<file path="src/rtl/demux32_1x2_reg.sv">
// ---------------------------------------------------------------------------
// demux32_1x2_reg
//   Registered 1-to-2 demultiplexer with valid/ready handshakes. One producer
//   stream is steered, word by word, to one of two consumer ports chosen by
//   in_select. Each output owns a one-entry holding register and a
//   free-running delivery counter.
//
// Ports
//   clk        : rising-edge clock
//   rst_n      : synchronous active-low reset
//   in_data    : producer word (WIDTH)
//   in_select  : destination, 0 -> out1, 1 -> out2
//   in_valid   : producer presents a word
//   in_ready   : block accepts the word this cycle (combinational)
//   outK_data  : holding register K (WIDTH)
//   outK_valid : holding register K full
//   outK_ready : consumer K takes outK_data this cycle
//   outK_count : words delivered on outK (CNT_W, wraps)
//
// Slot state (one per output)
//   state    | meaning
//   ---------+--------------------------------------------------
//   ST_EMPTY | holding register has no word, outK_valid = 0
//   ST_FULL  | holding register presents a word, outK_valid = 1
// ---------------------------------------------------------------------------
module demux32_1x2_reg #(
  parameter int WIDTH = 32,
  parameter int CNT_W = 16
) (
  input  logic             clk,
  input  logic             rst_n,
  input  logic [WIDTH-1:0] in_data,
  input  logic             in_select,
  input  logic             in_valid,
  output logic             in_ready,
  output logic [WIDTH-1:0] out1_data,
  output logic             out1_valid,
  input  logic             out1_ready,
  output logic [WIDTH-1:0] out2_data,
  output logic             out2_valid,
  input  logic             out2_ready,
  output logic [CNT_W-1:0] out1_count,
  output logic [CNT_W-1:0] out2_count
);

  localparam logic [0:0] ST_EMPTY = 1'b0;
  localparam logic [0:0] ST_FULL  = 1'b1;

  logic [0:0]       slot1_q, slot1_d;
  logic [0:0]       slot2_q, slot2_d;
  logic [WIDTH-1:0] data1_q, data1_d;
  logic [WIDTH-1:0] data2_q, data2_d;
  logic [CNT_W-1:0] cnt1_q,  cnt1_d;
  logic [CNT_W-1:0] cnt2_q,  cnt2_d;

  logic deliver1, deliver2;
  logic free1, free2;
  logic accept, load1, load2;

  assign deliver1 = (slot1_q == ST_FULL) & out1_ready;
  assign deliver2 = (slot2_q == ST_FULL) & out2_ready;

  // A slot can take a word if it is empty or is being drained this cycle;
  // only the selected slot gates the producer.
  assign free1 = (slot1_q == ST_EMPTY) | out1_ready;
  assign free2 = (slot2_q == ST_EMPTY) | out2_ready;

  assign in_ready = in_select ? free2 : free1;
  assign accept   = in_valid & in_ready;
  assign load1    = accept & ~in_select;
  assign load2    = accept &  in_select;

  // Slot 1 next state
  always_comb begin
    slot1_d = slot1_q;
    data1_d = data1_q;
    case (slot1_q)
      ST_EMPTY: begin
        if (load1) begin
          slot1_d = ST_FULL;
          data1_d = in_data;
        end
      end
      ST_FULL: begin
        // load1 can only happen here together with deliver1 (refill)
        if (load1) begin
          data1_d = in_data;
        end else if (deliver1) begin
          slot1_d = ST_EMPTY;
        end
      end
      default: slot1_d = ST_EMPTY;
    endcase
  end

  // Slot 2 next state
  always_comb begin
    slot2_d = slot2_q;
    data2_d = data2_q;
    case (slot2_q)
      ST_EMPTY: begin
        if (load2) begin
          slot2_d = ST_FULL;
          data2_d = in_data;
        end
      end
      ST_FULL: begin
        if (load2) begin
          data2_d = in_data;
        end else if (deliver2) begin
          slot2_d = ST_EMPTY;
        end
      end
      default: slot2_d = ST_EMPTY;
    endcase
  end

  // Delivery counters wrap silently
  always_comb begin
    cnt1_d = cnt1_q + {{(CNT_W-1){1'b0}}, deliver1};
    cnt2_d = cnt2_q + {{(CNT_W-1){1'b0}}, deliver2};
  end

  always_ff @(posedge clk) begin
    if (!rst_n) begin
      slot1_q <= ST_EMPTY;
      slot2_q <= ST_EMPTY;
      data1_q <= '0;
      data2_q <= '0;
      cnt1_q  <= '0;
      cnt2_q  <= '0;
    end else begin
      slot1_q <= slot1_d;
      slot2_q <= slot2_d;
      data1_q <= data1_d;
      data2_q <= data2_d;
      cnt1_q  <= cnt1_d;
      cnt2_q  <= cnt2_d;
    end
  end

  assign out1_valid = (slot1_q == ST_FULL);
  assign out2_valid = (slot2_q == ST_FULL);
  assign out1_data  = data1_q;
  assign out2_data  = data2_q;
  assign out1_count = cnt1_q;
  assign out2_count = cnt2_q;

endmodule

</file>
<file path="config.mk">
export PLATFORM = sky130hd
export DESIGN_NAME = demux32_1x2_reg
export DESIGN_NICKNAME = d
export VERILOG_FILES = /design/src/rtl/demux32_1x2_reg.sv
export SDC_FILE = /design/constraint.sdc
export NUM_CORES = 1
export LEC_CHECK = 0
export CAP_MARGIN = 10
export CORE_MARGIN = 1
export CORE_UTILIZATION = 25
export DETAILED_ROUTE_END_ITERATION = 10
export PLACE_DENSITY_LB_ADDON = 0.3
export SETUP_SLACK_MARGIN = 0.4
export SLEW_MARGIN = 20
export SYNTH_ARGS = -nofsm -noshare
export SYNTH_HDL_FRONTEND = slang
export SYNTH_SLANG_ARGS = --single-unit
</file>
<file path="constraint.sdc">
create_clock -name clk -period 4.8 [get_ports clk]
set_input_delay 0.96 -clock clk [delete_from_list [all_inputs] [get_ports clk]]
set_output_delay 0.96 -clock clk [all_outputs]
set_load 0.05 [all_outputs]
</file>
==> metrics.md <==
| Metric | Value |
|---|---|
| Initial antenna violation count | `0` |
| Proportion of synthesized flip-flops having asynchronous set or reset | `0%` |
| Post-Route Utilization | `38.17%` |
| Layout Area Growth over Synthesis | `46.99%` |
| Remaining global-route overflow | `0` |
| Vias per std cell | `4.291` |
| Number of cells in the finished layout apart from fillers | `791` |
| Total power draw | `1.887 mW` |
| Synth Instances | `448` |
| Area of the multi-input gates | `1897 um^2` |
| Final setup TNS | `0 ps` |
| Number of pins exceeding their max-slew limit in the final report | `0` |
| Mean Syn Cell Area | `8.909 um^2` |
| Startpoint types | `primary input` |
| Number of global-route vias before repair | `3314` |
| Maxcap violations | `0` |
| Seq/Total Area, Yosys | `49.15%` |
| # H-tree levels | `3` |
| Count of fill cells added during filler insertion | `1536` |
| Total wire length after detailed routing | `10.51 mm` |
| Resized Gates After CTS | `0` |
| First DRT Iteration DRCs | `69` |
| RD Place Congestion | `0.7515` |
| Fin nets | `618` |
| Core area | `15370 um^2` |
| Total nets after synthesis | `491` |
| Post-CTS Hold Buffers | `0` |
| Number of distinct library cell variants in the gate-level netlist after synthesis | `28` |
| Data required time of the worst path | `3840 ps` |
| Total setup buffers inserted after CTS | `0` |
| Vias after detailed routing | `3394` |
| Detailed-route DRC error count | `0` |
| Inst Count DP | `775` |
| Share of layout cells above drive strength 1 | `6.207%` |
| Number of warning messages in the yosys log | `0` |
| Die outline area | `16480 um^2` |
| Storage element area | `1962 um^2` |
| Number of port buffers | `136` |
| RSZ-0062 raised after global routing | `no` |
| Clock-pin slew of the registers on the worst-case setup and hold paths | `70 ps` |
| EDFF count, synth | `0` |
| Areal power density over the cells | `321.6 nW/um^2` |
| Worst Hold Class | `flip-flop to flip-flop` |
| Peak clock frequency supported by timing | `277.4 MHz` |
| Starting density of the core | `25.97%` |
| Number of cells traversed by the worst hold path | `2` |
| Clk Latency, worst-skew pair | `340 ps` |
| Worst-Margin Slew | `602.4 ps` |
| Global-route wire length before repair | `16.97 mm` |
| Detail-routed net length per standard cell | `13.29 um` |
| Global-route usage over all layers | `13.36%` |
| Max Clock Skew | `7.302 ps` |
| Maximum vdd ir drop | `190.9 uV` |
| Total clock buffers created by CTS | `9` |
| Run status | `complete, no violations` |
| Vertical die dimension | `128.4 um` |
| Max Root-Sink Buffers | `2` |
| Seq cells post-synth | `98` |
| Total number of clock tree sinks | `98` |
| Prevailing post-synth register cell | `dfxtp_1` |
| Critical path endpoint category | `output pin` |
| Depth of the worst register-to-register path | `7` |
| Maximum number of pins on one net before global-route repair | `61` |
| Dpl ws | `1190 ps` |
| HPWL Detailed | `7.291 mm` |
| Area of the mapped netlist | `3991 um^2` |
| Width of the die | `128.4 um` |
| Post-DRT Antenna Nets | `0` |
| Final Critical Period | `3605 ps` |
| Share of the cycle needed by the critical path after routing | `75.11%` |
| Worst slew margin relative to its limit | `59.84%` |
| Clock root buffer master | `clkbuf_16` |
| Least setup slack across all paths after layout | `1195 ps` |
| Largest fanout on the critical path | `4` |
| Antenna cell count | `0` |
| Final hold viol count | `0` |
| Leak pwr | `2.198 nW` |
| Core Rows | `45` |
| Number of setup violations in the final report | `0` |
| Clock tree from TritonCTS | `done` |
| Pre-Repair DR Iteration Count | `4` |
| Critical path data arrival time | `2650 ps` |
| Kind of critical path | `primary input to output pin` |
| Number of I/O pins | `137` |
-- cell usage in the layout, fill, tap and decap left out, types with 9 or more instances in the layout --
| cell type | Yosys | final |
|---|---|---|
| nand2_1 | 135 | 135 |
| and2_1 | 31 | 31 |
| clkdlybuf4s50_1 | 0 | 135 |
| clkbuf_16 | 0 | 9 |
| a21boi_1 | 16 | 16 |
| xnor2_1 | 9 | 9 |
| a21boi_0 | 51 | 51 |
| dfxtp_1 | 98 | 98 |
| xor2_1 | 16 | 16 |
| nand3_1 | 14 | 14 |
-- cells by family (layout without fill, tap and decap cells) --
group	count (synthesis)	count (layout)	synth area share, %
simple gates	217	217	26.96
flops	98	98	49.15
compound gates	68	68	12.73
buf+inv	32	164	3.323
xor+xnor	25	25	5.486
fa+ha+maj	5	5	1.567
mux	3	3	0.7837
-- routing by layer --
metal,wire length (um),global-route usage (%)
met3,1003,7.692
met4,82,2.907
met1,4437,14.84
met2,4990,22.10
met5,0,0
-- critical path, cell delays in order --
cell and delay, ps:
clkdlybuf4s50_1 510, nand2b_1 170, mux2_2 180, clkdlybuf4s50_1 820
-- through the flow --
stage               hold slack (ps)  area (um^2)
global route                  481.8         5867
finish                        456.2         5867
detailed placement            449.0         5543
floorplan                     670.5         3991
CTS                           461.1         5867
global placement              442.8         5543
-- cell type report --
class / instances / share of cell area [%]
tap: 211 / 4.500
clock buffer: 12 / 4.543
clock inverter: 4 / 0.9810
timing repair buffer: 141 / 23.76
multi-input combinational: 318 / 32.33
sequential: 98 / 33.44
inverter: 7 / 0.4479
-- final timing paths --
kind / startpoint / end / slack [ps]
max: out2_ready / in_ready / 1190
min: out2_data[20] / out2_data[20] / 460
max reg2reg: out1_valid / out1_count[14] / 2970
min reg2reg: out2_data[20] / out2_data[20] / 460
-- report_power, final --
part / internal, mW / switching [mW]
combinational: 0.0958 / 0.164
sequential: 0.840 / 0.0146
clock: 0.452 / 0.322
-- synthesized netlist by cell type, types with 2 or more instances --
master / instances / area [um^2]
a21boi_0: 51 / 382.9
a21boi_1: 16 / 120.1
and2_1: 31 / 193.9
and3_1: 2 / 12.51
buf_2: 10 / 50.05
clkbuf_1: 15 / 56.30
dfxtp_1: 98 / 1962
ha_1: 5 / 62.56
inv_1: 7 / 26.28
mux2i_1: 2 / 20.02
nand2_1: 135 / 506.7
nand2b_1: 4 / 25.02
nand3_1: 14 / 70.07
nand4_1: 3 / 18.77
nand4_2: 2 / 25.02
nand4_4: 2 / 42.54
nor2_1: 5 / 18.77
nor3_1: 7 / 35.03
nor4_2: 7 / 87.58
xnor2_1: 9 / 78.83
xor2_1: 16 / 140.1
-- state kept, by name, summed over array words and instances (netlist names) --
signal	cells
out1_valid	1
out1_data	32
out2_valid	1
out2_count	16
out1_count	16
out2_data	32
Note: power is estimated with default switching activity, not from simulation.
